`config.mk`:
```
export PLATFORM = sky130hd
export DESIGN_NAME = ppg_ratio_gen
export DESIGN_NICKNAME = d
export VERILOG_FILES = /design/src/rtl/ppg_pkg.sv /design/src/rtl/ppg_minmax_acc.sv /design/src/rtl/ppg_ratio_gen.sv
export SDC_FILE = /design/constraint.sdc
export NUM_CORES = 1
export LEC_CHECK = 0
export CAP_MARGIN = 20
export CORE_MARGIN = 8
export CORE_UTILIZATION = 36
export CTS_CLUSTER_DIAMETER = 100
export CTS_CLUSTER_SIZE = 8
export DETAILED_ROUTE_END_ITERATION = 10
export PLACE_DENSITY_LB_ADDON = 0.15
export SYNTH_ARGS = -nofsm -noshare
export SYNTH_HDL_FRONTEND = slang
export SYNTH_SLANG_ARGS = --single-unit
```
`constraint.sdc`:
```
create_clock -name clk -period 5.8 [get_ports clk]
set_input_delay 1.16 -clock clk [delete_from_list [all_inputs] [get_ports clk]]
set_output_delay 1.16 -clock clk [all_outputs]
set_load 0.01 [all_outputs]
```
`src/rtl/ppg_pkg.sv`:
```
// ============================================================================
// Module   : ppg_pkg
// Brief    : Shared widths, spodata field offsets and FSM states for the
//            SpO2 ratio producer.
// Revision : 1.0 - initial release
// ============================================================================
`default_nettype none

package ppg_pkg;

    localparam int SAMPLE_W = 18;

    localparam int RED_MSB  = 35;
    localparam int RED_LSB  = 18;
    localparam int IR_MSB   = 17;
    localparam int IR_LSB   = 0;

    typedef enum logic [0:0] {
        SETTLE = 1'b0,
        RUN    = 1'b1
    } state_t;

endpackage

`default_nettype wire

```
`src/rtl/ppg_minmax_acc.sv`:
```
// ============================================================================
// Module   : ppg_minmax_acc
// Brief    : Running max/min (and optional sum) over a sample window, with the
//            final values including the current sample exposed combinationally.
// Revision : 1.0 - initial release
// ============================================================================
`default_nettype none

module ppg_minmax_acc
    import ppg_pkg::*;
#(
    parameter int SUM_W  = 18,
    parameter bit EN_SUM = 1'b1
)
(
    input  logic                clk,
    input  logic                rst,
    input  logic [SAMPLE_W-1:0] sample,
    input  logic                sample_de,
    input  logic                first,
    output logic [SAMPLE_W-1:0] max_fin,
    output logic [SAMPLE_W-1:0] min_fin,
    output logic [SUM_W-1:0]    sum_fin
);

    logic [SAMPLE_W-1:0] r_max;
    logic [SAMPLE_W-1:0] r_min;

    // First sample of a window reloads; otherwise strict compares so ties keep the old value.
    assign max_fin = (first || (sample > r_max)) ? sample : r_max;
    assign min_fin = (first || (sample < r_min)) ? sample : r_min;

    always_ff @(posedge clk) begin
        if (rst) begin
            r_max <= '0;
            r_min <= '0;
        end else if (sample_de) begin
            r_max <= max_fin;
            r_min <= min_fin;
        end
    end

    generate
        if (EN_SUM) begin : g_sum
            logic [SUM_W-1:0] r_sum;

            assign sum_fin = first ? SUM_W'(sample) : (r_sum + SUM_W'(sample));

            always_ff @(posedge clk) begin
                if (rst) begin
                    r_sum <= '0;
                end else if (sample_de) begin
                    r_sum <= sum_fin;
                end
            end
        end else begin : g_no_sum
            assign sum_fin = '0;
        end
    endgenerate

endmodule

`default_nettype wire

```
`src/rtl/ppg_ratio_gen.sv`:
```
// ============================================================================
// Module   : ppg_ratio_gen
// Brief    : Windowed red/IR peak-to-peak and IR DC measurement; emits one
//            {red_ac, ir_ac} word per valid window after a settle period.
// Revision : 1.0 - initial release
// ============================================================================
`default_nettype none

module ppg_ratio_gen
    import ppg_pkg::*;
#(
    parameter int unsigned         WIN_LEN    = 128,
    parameter int unsigned         SETTLE_WIN = 2,
    parameter logic [SAMPLE_W-1:0] DC_MIN     = 18'd1000,
    parameter logic [SAMPLE_W-1:0] AC_MIN     = 18'd4
)
(
    input  logic                  clk,
    input  logic                  rst,
    input  logic [SAMPLE_W-1:0]   sample_red,
    input  logic [SAMPLE_W-1:0]   sample_ir,
    input  logic                  sample_de,
    output logic [2*SAMPLE_W-1:0] spodata,
    output logic                  spodata_de,
    output logic                  finger_off
);

    localparam int               CNT_W       = $clog2(WIN_LEN);
    localparam int               SUM_W       = SAMPLE_W + CNT_W;
    localparam int               ST_W        = (SETTLE_WIN < 2) ? 1 : $clog2(SETTLE_WIN + 1);
    localparam logic [CNT_W-1:0] c_cnt_last  = CNT_W'(WIN_LEN - 1);
    localparam state_t           c_rst_state = (SETTLE_WIN == 0) ? RUN : SETTLE;

    logic [CNT_W-1:0]    r_cnt;
    logic                w_first;
    logic                w_last;

    logic [SAMPLE_W-1:0] w_red_max;
    logic [SAMPLE_W-1:0] w_red_min;
    logic [SAMPLE_W-1:0] w_ir_max;
    logic [SAMPLE_W-1:0] w_ir_min;
    logic [SUM_W-1:0]    w_ir_sum;
    logic [SUM_W-1:0]    w_red_sum_unused;

    logic [SAMPLE_W-1:0] r_red_ac;
    logic [SAMPLE_W-1:0] r_ir_ac;
    logic [SAMPLE_W-1:0] r_ir_dc;
    logic                r_eval_pend;

    state_t              r_state;
    state_t              w_state_nxt;
    logic [ST_W-1:0]     r_settle_cnt;
    logic [ST_W-1:0]     w_settle_nxt;
    logic                w_dc_low;
    logic                w_valid;
    logic                w_emit;

    assign w_first = (r_cnt == '0);
    assign w_last  = sample_de && (r_cnt == c_cnt_last);

    ppg_minmax_acc #(
        .SUM_W  (SUM_W),
        .EN_SUM (1'b0)
    ) u_red_acc (
        .clk       (clk),
        .rst       (rst),
        .sample    (sample_red),
        .sample_de (sample_de),
        .first     (w_first),
        .max_fin   (w_red_max),
        .min_fin   (w_red_min),
        .sum_fin   (w_red_sum_unused)
    );

    ppg_minmax_acc #(
        .SUM_W  (SUM_W),
        .EN_SUM (1'b1)
    ) u_ir_acc (
        .clk       (clk),
        .rst       (rst),
        .sample    (sample_ir),
        .sample_de (sample_de),
        .first     (w_first),
        .max_fin   (w_ir_max),
        .min_fin   (w_ir_min),
        .sum_fin   (w_ir_sum)
    );

    // Window length is a power of two, so the counter wraps on its own.
    always_ff @(posedge clk) begin
        if (rst) begin
            r_cnt <= '0;
        end else if (sample_de) begin
            r_cnt <= r_cnt + CNT_W'(1);
        end
    end

    always_ff @(posedge clk) begin
        if (rst) begin
            r_red_ac    <= '0;
            r_ir_ac     <= '0;
            r_ir_dc     <= '0;
            r_eval_pend <= 1'b0;
        end else begin
            r_eval_pend <= w_last;
            if (w_last) begin
                r_red_ac <= w_red_max - w_red_min;
                r_ir_ac  <= w_ir_max - w_ir_min;
                r_ir_dc  <= w_ir_sum[SUM_W-1:CNT_W];
            end
        end
    end

    assign w_dc_low = (r_ir_dc < DC_MIN);
    assign w_valid  = !w_dc_low && (r_ir_ac >= AC_MIN);

    always_ff @(posedge clk) begin
        if (rst) begin
            r_state      <= c_rst_state;
            r_settle_cnt <= '0;
        end else begin
            r_state      <= w_state_nxt;
            r_settle_cnt <= w_settle_nxt;
        end
    end

    always_comb begin
        w_state_nxt  = r_state;
        w_settle_nxt = r_settle_cnt;
        w_emit       = 1'b0;
        if (r_eval_pend) begin
            case (r_state)
                SETTLE: begin
                    if (w_dc_low) begin
                        w_settle_nxt = '0;
                    end else if ((32'(r_settle_cnt) + 32'd1) >= SETTLE_WIN) begin
                        w_state_nxt  = RUN;
                        w_settle_nxt = '0;
                    end else begin
                        w_settle_nxt = r_settle_cnt + ST_W'(1);
                    end
                end
                RUN: begin
                    if (w_dc_low) begin
                        w_state_nxt  = c_rst_state;
                        w_settle_nxt = '0;
                    end else begin
                        w_emit = w_valid;
                    end
                end
                default: begin
                    w_state_nxt  = c_rst_state;
                    w_settle_nxt = '0;
                end
            endcase
        end
    end

    always_ff @(posedge clk) begin
        if (rst) begin
            spodata    <= '0;
            spodata_de <= 1'b0;
            finger_off <= 1'b1;
        end else begin
            spodata_de <= w_emit;
            if (w_emit) begin
                spodata[RED_MSB:RED_LSB] <= r_red_ac;
                spodata[IR_MSB:IR_LSB]   <= r_ir_ac;
            end
            if (r_eval_pend) begin
                finger_off <= w_dc_low;
            end
        end
    end

endmodule

`default_nettype wire

```
---- Word-level counts from Yosys, hierarchy flattened ----
Cells that the tools add are included.
storage, ports and cells
  register bits ........................... 200
operators by class
  add/sub/neg operators ................... 6
  order comparisons ....................... 7
  equality and inequality tests ........... 2
  multiplexer cells ....................... 16
  bitwise operators ....................... 1
  reduce and logical (&&, ||, !) cells .... 9
operator list
  kind                    count
  $mux W18                4
  $gt A18 B18 Y1          2
  $lt A18 B18 Y1          2
  $sub A18 B18 Y18        2
  $add A25 B18 Y25        1
  $mux W25                1
  $ge A18 B3 Y1 const B   1
  $lt A18 B10 Y1 const B  1
  $add A7 B1 Y7 const B   1
  $eq A7 B7 Y1 const B    1
  $logic_not A7 Y1        1
  $mux W1                 6
  $mux W2                 3
  $logic_or A1 B1 Y1      4
  $pmux W2 S2             1
  $add A2 B1 Y3 const B   1
  $ge A3 B2 Y1 const B    1
  $add A2 B1 Y2 const B   1
  $logic_and A1 B1 Y1     2
  $ne A2 B1 Y1 const B    1
  $pmux W1 S2             1
  $reduce_and A2 Y1       1
  $logic_not A1 Y1        1
  $not A1 Y1              1

---- Longest topological paths before layout ----
Gate-level depths: netlist of run 1.
  word-level depth ........................ 6
  depth in mapped cells ................... 22
  depth with buffers taken out ............ 21

---- Modules after synthesis ----
From an unflattened synthesis of run 1, not the netlist that was laid out.
unflattened totals
  cells, all modules ...................... 1520
  area, all modules ....................... 13306.5 um^2
by module, submodules not included
  module                      instances  cells an instance  area each (um^2)  sequential area each (um^2)
  ppg_ratio_gen               1          616                5278.8            2001.9
  ppg_minmax_acc (u_ir_acc)   1          577                4888.4            1221.2
  ppg_minmax_acc (u_red_acc)  1          327                3139.3            720.7

---- Worst setup path after synthesis of run 1 ----
OpenSTA, ideal clock, no wires.
  path kind ............................... in2reg
  start point ............................. input sample_red[9]
  end point ............................... register r_red_ac[16]
  arrival ................................. 5.150 ns
  slack ................................... 0.555 ns
  cell stages on the path ................. 20
  cells stage by stage .................... ha_1 -> nand4_1 -> nor4_1 -> and3_1 -> o21ai_1 -> a21oi_1 -> buf_2 -> buf_2 -> mux2i_1 -> ha_1 -> inv_1 -> fa_1 -> a21o_1 -> a21o_1 -> a2111oi_2 -> o211ai_1 -> a41oi_1 -> nand2b_1 -> a21boi_1 -> o311ai_1
on the way
  longest elaborated chain between the ends .. 4
  elaborated cells on any way between the ends .. 7
  those cells by class .................... add/sub: 1; order compare: 2; mux: 2; reduce/logical: 2
ends and longest elaborated chain
  what                                                     line                                        source
  from (decl)                                              ppg_ratio_gen.sv:20                         input logic [SAMPLE_W-1:0] sample_red,
  $gt A18 B18 Y1 / $lt A18 B18 Y1 (equally long branches)  ppg_minmax_acc.sv:30, ppg_minmax_acc.sv:31
  $logic_or A1 B1 Y1 (on tied branches)                    ppg_minmax_acc.sv:30, ppg_minmax_acc.sv:31
  $mux W18 (on tied branches)                              ppg_minmax_acc.sv:30, ppg_minmax_acc.sv:31
  $sub A18 B18 Y18 *                                       ppg_ratio_gen.sv:107                        r_red_ac <= w_red_max - w_red_min;
  to (signal assigned)                                     ppg_ratio_gen.sv:107
  to (decl)                                                ppg_ratio_gen.sv:45                         logic [SAMPLE_W-1:0] r_red_ac;
Mark *: on every way between the ends. The rest lies on a longest branch, timed or not.
A chain may end at the register's enable or synchronous reset.

---- Worst setup path in the final report of run 1 ----
  start point ............................. input sample_red[5]
  end point ............................... register r_red_ac[17]
on the way
  longest elaborated chain between the ends .. 4
  elaborated cells on any way between the ends .. 7
  those cells by class .................... add/sub: 1; order compare: 2; mux: 2; reduce/logical: 2
ends and longest elaborated chain
  what                       line                  source
  $gt A18 B18 Y1             ppg_minmax_acc.sv:30  assign max_fin = (first || (sample > r_max)) ? sample : r_max;
  $logic_or A1 B1 Y1         ppg_minmax_acc.sv:30
  $mux W18                   ppg_minmax_acc.sv:30
  net u_red_acc.max_fin[10]  ppg_minmax_acc.sv:21  output logic [SAMPLE_W-1:0] max_fin,
  $sub A18 B18 Y18           ppg_ratio_gen.sv:107
The timed path passes the listed nets, and every way through them passes these cells.

==> results of run 1 <==
-- cell usage after synthesis, drive strengths merged (14+ instances only) --
cell type and number:
o21ai 56, xor2 18, nand2b 14, a21oi 130, a21o 30, nand4 18
nor3 18, and3 14, dfxtp 197, mux2i 61, a211oi 70, mux2 32
clkbuf 53, nand3 28, nor2 188, buf 22, xnor2 31, ha 125
nand2 145, inv 98
-- state kept, by name (all words and copies together), names as in the netlist, 2 cells and up, named ones only --
signal / flops
r_ir_dc: 15
r_red_ac: 18
u_ir_acc.g_sum.r_sum: 25
r_cnt: 7
u_ir_acc.r_max: 18
spodata: 36
r_ir_ac: 18
u_red_acc.r_min: 18
u_red_acc.r_max: 17
r_settle_cnt: 2
u_ir_acc.r_min: 18
-- repair_timing --
action,4_1_cts,5_1_grt
buffers inserted,0,0
resized for setup,0,1
endpoints found under the setup margin,0,2
-- worst max-delay path, cell delays in order --
cell,delay [ns]
clkdlybuf4s50_1,0.46
ha_1,0.34
nand4_1,0.18
nor4_1,0.29
and3_1,0.22
o21ai_1,0.10
a21oi_2,0.29
buf_4,0.33
mux2_2,0.37
ha_1,0.30
a2111oi_0,0.54
a21oi_1,0.21
a2111o_1,0.46
o211ai_1,0.17
o21ai_1,0.13
xor2_1,0.15
a21oi_1,0.14
-- worst min path at each step --
stage	to	slack [ns]	start
3_5_place_dp	r_red_ac[14]	0.45	r_red_ac[14]
3_3_place_gp	r_red_ac[4]	0.44	r_red_ac[4]
6_report	r_red_ac[6]	0.46	r_red_ac[6]
2_1_floorplan	r_red_ac[12]	0.43	r_red_ac[12]
5_1_grt	r_red_ac[9]	0.48	r_red_ac[9]
4_1_cts	r_red_ac[4]	0.46	r_red_ac[4]
-- cells by family after synthesis --
logic type	count (synthesis)
AOI/OAI and AO/OA	358
xor gates and xnor gates	49
adders and majority gates	128
buffers and inverters	173
DFF	197
muxes	93
and+or+nand+nor	483
-- power by group --
part	switching, mW	leakage [nW]	internal [mW]	total (mW)
Combinational	0.650	4.14	0.502	1.15
Sequential	0.0357	1.61	1.41	1.44
Clock	0.585	0.290	0.631	1.22
-- layout make-up --
type / count / share of cell area (%)
Tap cell: 448 / 3.90
Clock buffer: 19 / 3.15
Clock inverter: 13 / 0.940
Sequential cell: 197 / 27.4
Timing Repair Buffer: 153 / 9.44
Multi-Input combinational cell: 1111 / 52.6
Inverter: 98 / 2.56
-- layer usage --
metal | GRT usage, % | wire length (um) | share of wire (%) | up-vias
met5 | 0 | 0 | 0 | -
met4 | 4.20 | 467 | 1.4 | 0
met3 | 2.67 | 1290 | 3.8 | 32
met2 | 27.0 | 14800 | 44 | 161
met1 | 24.6 | 17300 | 51 | 4962
li1 | - | - | - | 5418
-- metrics by stage --
step	std cells	hold slack (ns)	power, mW	utilization (%)	TNS (ns)
finish	2039	0.457	3.81	43.1	0
global placement	2006	0.440	2.61	41.2	0
CTS	2038	0.455	3.85	43.0	0
floorplan	1481	0.431	2.25	-	0
global route	2039	0.481	4.05	43.1	0
detailed placement	2006	0.446	2.61	41.2	-0.169
==> results.json, run 1 <==
{
  "final_antenna_net_count": 0,
  "syn_nets": 1648,
  "overflow": 0,
  "synth_area_leader_cell": "dfxtp_1",
  "coreArea_um2": 33400,
  "synthAdderAreaFrac_pct": 13.4,
  "post-route-period-util_pct": 94.0,
  "htree_levels": 4,
  "place_hpwl_um": 25000,
  "netlist_instances": 1481,
  "cts_sinks": 197,
  "nFillCells": 3463,
  "fmax_ghz": 0.183,
  "r2r_setup_slack_ns": 1.16,
  "wl_per_cell_um": 16.6,
  "worst-path-max-fanout": 18,
  "powerDensity_nw_per_um2": 265,
  "r2r-end": "r_red_ac[17]",
  "clk_pin_slew_ns": 0.07,
  "grt_pass1_wl_um": 55000,
  "cp-end-kind": "flip-flop",
  "synth_simple_gate_area_share_pct": 18.0,
  "final_area_um2": 14400,
  "synthArstFlopShare_pct": 0,
  "initial_core_util_pct": 36.4,
  "final_common_cell": "dfxtp_1",
  "synth_cell_type_count": 75,
  "startpoint_type": "input pin",
  "cts_root_buf": "clkbuf_16",
  "path_class": "in -> reg",
  "cp.arrival_ns": 5.84,
  "dieArea_um2": 39900,
  "synth_area_um2": 12200,
  "drcViolationCount": 0,
  "skew_ns": 0.0130,
  "ys_dominant_reg_cell": "dfxtp_1",
  "ys_seq_area_share_pct": 32.4,
  "vias_per_cell": 5.19,
  "firstDrtPassIters": 6,
  "p_leak_nw": 6.04,
  "cp-startpoint": "sample_red[5]",
  "yosys-top-cells-area": "dfxtp_1, ha_1, nor2_1",
  "ios": 77,
  "status": "completed",
  "max-cap-violations": 0,
  "syn_to_final_growth_pct": 18.2,
  "yosys.area.top_type_share_pct": 32.4,
  "setup_viol": 0,
  "port_buffers": 76,
  "cp-endpoint": "r_red_ac[17]",
  "ys_seq_elements": 197,
  "drtIter0Drc": 665,
  "min_path_cells": 2,
  "diodes": 0,
  "pre_cts_ws_ns": -0.0672,
  "ys_warn_count": 0,
  "gp_congestion": 0.836,
  "crit_required_ns": 6.18,
  "numCtsBuffers": 17,
  "slew_violations": 0,
  "synth_edf_count": 0,
  "hold_buffers": 0,
  "hold_class": "reg -> reg",
  "hold_violations": 0,
  "multi_input_area_um2": 7560,
  "syn_area_per_cell_um2": 8.21,
  "grtUsageTotal_pct": 17.3,
  "regArea_um2": 3940,
  "rsz0062_at_grt": "no",
  "antenna_found_initial": 0,
  "slew_headroom_pct": 35.7,
  "routed_wl_um": 33900,
  "via_count": 10600,
  "finalNetCount": 1745,
  "grt_pass1_vias": 10100,
  "worst_slack_ns": 0.347,
  "placed_area_um2": 13700,
  "cts_tree": "yes",
  "die_width_um": 200,
  "reg2reg_from": "u_red_acc.r_max[5]",
  "synth_xor_area_share_pct": 3.53,
  "r2r_cells": 17,
  "fp.dieH_um": 200,
  "synth_top_family_by_area": "compound AO/OA/AOI/OAI gates",
  "ir_drop_v": 0.000218,
  "synth_compound_area_share_pct": 19.1,
  "worstMarginPinSlew_ns": 0.963,
  "clock_latency_ns": 0.45,
  "num_rows": 67,
  "drive_gt1_share_pct": 10.1,
  "mostFrequentLayoutCells": "dfxtp_1, nor2_1, nand2_1",
  "synth.mux.area_fraction_pct": 7.99,
  "clock_path_buffers": 2,
  "fin_crit_ns": 5.45,
  "grt_max_degree": 112
}
Note: power is estimated with default switching activity, not from simulation.
==> inputs of run 2 (changes only) <==
==> constraint.sdc (replaced) <==
create_clock -name clk -period 5.5 [get_ports clk]
set_input_delay 1.1 -clock clk [delete_from_list [all_inputs] [get_ports clk]]
set_output_delay 1.1 -clock clk [all_outputs]
set_load 0.01 [all_outputs]
==> run 2 against run 1 <==
Sequential power increased by 6%. Clock skew decreased by 0.0016 ns. Total power is 4.8% higher. Global-route usage rose by 0.33 points. Via count is 1.8% higher. Non-clock buffer count is 55 higher. Sequential cell count unchanged. Setup slack got worse by 0.085 ns. Die area did not move. Combinational power increased by 14%.
==> results.json, run 2 (synthesized netlist as in run 1, its figures left out) <==
{
  "largest_reg_flops": 36,
  "switchingPower_mw": 1.32,
  "diodes": 0,
  "overflow": 0,
  "setup_viol": 0,
  "finalNetCount": 1800,
  "skew_ns": 0.0114,
  "cpPeakStageDelay_ns": 0.50,
  "worstMarginPinSlew_ns": 0.997,
  "cp_top_family": "compound AO/OA/AOI/OAI gates",
  "slew_violations": 0,
  "fmax_ghz": 0.191,
  "ir_drop_v": 0.000211,
  "final_antenna_net_count": 0,
  "crit_required_ns": 5.88,
  "powerDensity_nw_per_um2": 270,
  "mostFrequentLayoutCells": "dfxtp_1, nor2_1, nand2_1",
  "hold_violations": 0,
  "gp_congestion": 0.839,
  "largest_register": "spodata",
  "power.share.sequential_pct": 38.1,
  "drive_gt1_share_pct": 13.2,
  "vias_per_cell": 5.14,
  "grt_max_degree": 69,
  "clk_pin_slew_ns": 0.07,
  "cp.arrival_ns": 5.62,
  "critPathSlowestCell": "clkdlybuf4s50_1",
  "hold_class": "reg -> reg",
  "top_layer": "met4",
  "antenna_found_initial": 0,
  "place_hpwl_um": 25800,
  "crit_buf_inv": 3,
  "dieArea_um2": 39900,
  "slew_headroom_pct": 33.3,
  "fp.dieH_um": 200,
  "top_regs": "spodata x36, u_ir_acc.g_sum.r_sum x25",
  "grt_pass1_wl_um": 56000,
  "clock_path_buffers": 2,
  "syn_to_final_growth_pct": 21.4,
  "post-route-period-util_pct": 95.2,
  "hold_slack_ns": 0.459,
  "clock_latency_ns": 0.44,
  "placed_area_um2": 14100,
  "firstDrtPassIters": 5,
  "wl_met3_um": 1050,
  "p_comb_share_pct": 32.7,
  "p_leak_nw": 6.26,
  "port_buffers": 76,
  "num_rows": 67,
  "cts_root_buf": "clkbuf_16",
  "startpoint_type": "input pin",
  "cts_sinks": 197,
  "cp-end-kind": "flip-flop",
  "initial_core_util_pct": 36.4,
  "hold_buffers": 0,
  "final_common_cell": "dfxtp_1",
  "final_area_um2": 14800,
  "swShare_pct": 33.1,
  "die_width_um": 200,
  "routed_wl_um": 34400,
  "coreArea_um2": 33400,
  "htree_levels": 4,
  "power.internal_mw": 2.67,
  "clkPwrFrac_pct": 29.2,
  "wl_per_cell_um": 16.4,
  "numCtsBuffers": 17,
  "status": "completed",
  "max-cap-violations": 0,
  "grt_pass1_vias": 10300,
  "worst-path-max-fanout": 5,
  "via_count": 10800,
  "ios": 77,
  "r2r_setup_slack_ns": 1.04,
  "route.met2.wl_um": 15200,
  "path_class": "in -> reg",
  "fin_crit_ns": 5.24,
  "cts_tree": "yes",
  "drtIter0Drc": 465,
  "wl_met1_um": 17700,
  "nFillCells": 3433,
  "grtUsageTotal_pct": 17.6,
  "drcViolationCount": 0,
  "path_cells": "clkdlybuf4s50_1 > ha_1 > nand4_1 > nor4_2 > and3_1 > o21ai_1 > a21oi_2 > buf_4 > mux2_2 > ha_1 > buf_4 > o21a_1 > o31a_1 > o211ai_1 > a21oi_1 > a2111o_1 > o211ai_1 > o21ai_1 > xor2_1 > a21oi_1"
}
run 2: cell count changes in the layout (fill, tap and decap cells not counted), moves of 2 or more:
cell | before | now
inv_8 | 2 | 0
clkbuf_1 | 0 | 3
clkinvlp_4 | 1 | 5
inv_6 | 6 | 1
buf_4 | 77 | 131
clkinv_2 | 1 | 3
run 2: layout make-up:
| type | count | area (um2) | area share, % |
|---|---|---|---|
| clock buffer | 21 | 450 | 3.05 |
| clock inverter | 11 | 78.8 | 0.534 |
| inverter | 98 | 368 | 2.49 |
| multi-input combinational | 1111 | 7590 | 51.4 |
| sequential | 197 | 3940 | 26.7 |
| tap | 448 | 561 | 3.80 |
| timing repair buffer | 208 | 1770 | 12.0 |
run 2: through the flow:
step                      setup WS [ns]  TNS, ns  power (mW)  instances  utilization [%]
after floorplan                   0.315        0        2.37       1481                -
after global placement           -0.211   -0.831        2.83       2058             42.4
after detailed placement         -0.272    -1.50        2.84       2058             42.4
after CTS                         0.184        0        4.03       2090             44.0
after global routing            -0.0232  -0.0232        4.25       2094             44.2
final                             0.262        0        3.99       2094             44.2
run 2: final timing paths:
check / startpoint / end / depth (start not counted)
min: r_red_ac[6] / r_red_ac[6] / 2
max: sample_red[4] / r_red_ac[17] / 20
max reg2reg: u_red_acc.r_max[3] / r_red_ac[17] / 20
min reg2reg: r_red_ac[6] / r_red_ac[6] / 2
run 2: worst register-to-register path: stages, from the launching register on:
cell      delay, ns
dfxtp_1        0.36
inv_1          0.08
ha_1           0.30
nand4_1        0.19
nor4_2         0.28
and3_1         0.21
o21ai_1        0.08
a21oi_2        0.26
buf_4          0.18
mux2_2         0.32
ha_1           0.31
buf_4          0.16
o21a_1         0.16
o31a_1         0.12
o211ai_1       0.23
a21oi_1        0.15
a2111o_1       0.44
o211ai_1       0.17
o21ai_1        0.14
xor2_1         0.15
a21oi_1        0.14
run 2: layer usage:
| metal | track usage [%] | vias up |
|---|---|---|
| met5 | 0 | - |
| met4 | 4.31 | 0 |
| met3 | 2.60 | 27 |
| met2 | 27.4 | 150 |
| met1 | 25.3 | 5056 |
| li1 | - | 5529 |
run 2: what timing repair did:
action	in CTS	in global routing
resized for setup	0	7
buffers inserted	0	3
hold endpoints to repair	0	0
endpoints found under the setup margin	0	7
run 2: power by group through the flow:
stage	clock network, mW	registers [mW]	logic, mW
2_1_floorplan	0	1.54	0.828
3_3_place_gp	0	1.55	1.28
3_5_place_dp	0	1.55	1.29
4_1_cts	1.21	1.52	1.30
5_1_grt	1.27	1.53	1.46
6_report	1.16	1.52	1.31
==> inputs of run 3 (changes only) <==
--- a/config.mk
+++ b/config.mk
@@ -5,6 +5,7 @@
 export SDC_FILE = /design/constraint.sdc
 export NUM_CORES = 1
 export LEC_CHECK = 0
+export ABC_CLOCK_PERIOD_IN_PS = 5500
 export CAP_MARGIN = 20
 export CORE_MARGIN = 8
 export CORE_UTILIZATION = 36
==> results of run 3 <==
Same layout as run 2: the final DEF is identical, and so are final timing and power.
==> RTL edit: new RTL, settings of run 3 <==
Set the parameter `WIN_LEN` to 64 (it was 128).
--- a/src/rtl/ppg_ratio_gen.sv
+++ b/src/rtl/ppg_ratio_gen.sv
@@ -10,5 +10,5 @@
     import ppg_pkg::*;
 #(
-    parameter int unsigned         WIN_LEN    = 128,
+    parameter int unsigned         WIN_LEN    = 64,
     parameter int unsigned         SETTLE_WIN = 2,
     parameter logic [SAMPLE_W-1:0] DC_MIN     = 18'd1000,
Behaviour: same outputs for any inputs over 10 cycles, from zero or initial values and one cycle with rst high; that may be too few to reach the edited logic, so the function may still have changed.
==> RTL edit against run 3 <==
  * Sequential cell count down 2
  * Total power up 4.4%
  * First-iteration DRC count up 32%
  * Critical path depth unchanged
  * Synthesized area up 0.40%
  * Setup slack worse by 0.020 ns
  * Clock skew up 0.0034 ns
  * Die area up 0.37%
  * Synthesized cell count up 0.74%
  * Design area up 1.3%
  * Routed wire length up 1.1%
  * Combinational power up 8%
  * Largest cell class unchanged
==> RTL edit: results (changes against run 3) <==
GRT
--------------------------------------------------------------------------------
Met3 track demand over resource                                           0.0203   -0.00565
Global router's overall resource usage                                     0.172   -0.00419
Global routing met2 resource utilization                                   0.260   -0.0135
Vias in the first global route                                             10217   -0.86%

DETAILED ROUTING
--------------------------------------------------------------------------------
Vias post-DR                                                               10879   +1.1%
Detailed-router iteration count before antenna repair                          7   +2
Wire per inst                                                            16.5 µm   +0.28%

SYNTH
--------------------------------------------------------------------------------
Average cell area after synthesis                                       8.18 µm²   -0.34%
Portion of the post-synthesis area used by sequential elements             0.320   -0.00458
Commonest cells in the synthesized netlist                          sky130_fd_sc_hd__nor2_1, sky130_fd_sc_hd__dfxtp_1, sky130_fd_sc_hd__a21oi_1
Top cells by area in the synthesized netlist                        sky130_fd_sc_hd__dfxtp_1, sky130_fd_sc_hd__ha_1, sky130_fd_sc_hd__nor2_1

WORST SETUP PATH
--------------------------------------------------------------------------------
CP max FO                                                                      3   -2
Critical Path Start                                                 sample_ir[2]
R2r startpoint                                                      r_cnt[5]$_SDFFE_PP0P_
Critical Path AT                                                         5.61 ns   about the same

PLACE
--------------------------------------------------------------------------------
Final HPWL DP                                                            26.4 mm   +2.0%
Cell area reported after detailed placement                           0.0143 mm²   +1.2%

CELLS AND AREA
--------------------------------------------------------------------------------
Top flop regs                                                       spodata: 36 flops, u_ir_acc.g_sum.r_sum: 24 flops
Fraction of final layout cells with drive strength greater than 1          0.128   -0.00436
Number of nets at the end of the flow                                       1817   +0.94%

TIMING
--------------------------------------------------------------------------------
Slew @ Worst Pin                                                        0.998 ns   +0.00141 ns
Post-route clock skew                                                  0.0148 ns   +0.00342 ns

OUTCOME
--------------------------------------------------------------------------------
Run status                                                          complete, no violations

POWER AND IR DROP
--------------------------------------------------------------------------------
Worst IR drop on VDD                                                    0.229 mV   +8.8%
Leakage Power                                                            6.58 nW   +5.1%

HOLD PATH
--------------------------------------------------------------------------------
Critical hold path startpoint                                       r_ir_dc[6]$_SDFFE_PP0P_

RTL edit: cell types whose count changed after synthesis, moves of 7 or more:
cell and change:
sky130_fd_sc_hd__a21oi_1 +9, sky130_fd_sc_hd__nand3_1 -7, sky130_fd_sc_hd__a211oi_1 -15, sky130_fd_sc_hd__a21o_1 +14, sky130_fd_sc_hd__or3_1 -7, sky130_fd_sc_hd__mux2_1 +13, sky130_fd_sc_hd__o21ai_1 +12, sky130_fd_sc_hd__mux2i_1 +19
sky130_fd_sc_hd__o21ai_0 -9, sky130_fd_sc_hd__nor2_1 +31, sky130_fd_sc_hd__nand2_1 -26, sky130_fd_sc_hd__mux2_2 -14
RTL edit: repair_timing:
action / 4_1_cts / 5_1_grt
buffers inserted: 0 / 1
resized for setup: 0 / 19
endpoints found under the setup margin: 0 / 8
RTL edit: final timing paths:
path / cells after the start / endpoint / slack, ns
worst max register to register: 18 / r_ir_ac[16]$_SDFFE_PP0P_ / 0.80
worst min register to register: 2 / r_ir_dc[6]$_SDFFE_PP0P_ / 0.45
worst max-delay path: 20 / r_ir_ac[16]$_SDFFE_PP0P_ / 0.24
worst min-delay path: 2 / r_ir_dc[6]$_SDFFE_PP0P_ / 0.45
RTL edit: layout make-up:
| type | count | area, µm² | share of cell area |
|---|---|---|---|
| multi-input combinational | 1123 | 7710 | 0.515 |
| inverter | 93 | 349 | 0.0233 |
| timing repair buffer | 220 | 1860 | 0.124 |
| clock inverter | 14 | 145 | 0.00971 |
| tap | 448 | 561 | 0.0375 |
| clock buffer | 18 | 429 | 0.0287 |
| sequential | 195 | 3900 | 0.261 |
RTL edit: kinds of logic (layout without fill, tap and decap cells):
kind of cell / Yosys count / in the layout / synth area share
fa+ha+maj: 128 / 128 / 0.133
simple gates: 463 / 463 / 0.167
compound gates: 372 / 372 / 0.196
flops: 195 / 195 / 0.320
xor+xnor: 49 / 49 / 0.0352
buf+inv: 174 / 345 / 0.0548
mux: 111 / 111 / 0.0942
RTL edit: routing by layer:
| layer | share of wire | up-vias |
|---|---|---|
| met1 | 0.53 | 5101 |
| met5 | 0 | - |
| met2 | 0.43 | 164 |
| met3 | 0.031 | 28 |
| li1 | - | 5586 |
| met4 | 0.010 | 0 |
RTL edit: through the flow:
| step | hold slack [ns] | setup WS, ns |
|---|---|---|
| final | 0.454 | 0.242 |
| after global routing | 0.475 | 0.00565 |
| after CTS | 0.456 | 0.0524 |
| after detailed placement | 0.445 | -0.400 |
| after global placement | 0.441 | -0.400 |
| after floorplan | 0.431 | 0.363 |
RTL edit: power breakdown:
part | leakage [nW] | switching, mW | internal [mW]
registers | 1.59 | 0.0388 | 1.47
logic | 4.71 | 0.774 | 0.645
clock network | 0.278 | 0.639 | 0.605
total | 6.58 | 1.45 | 2.72
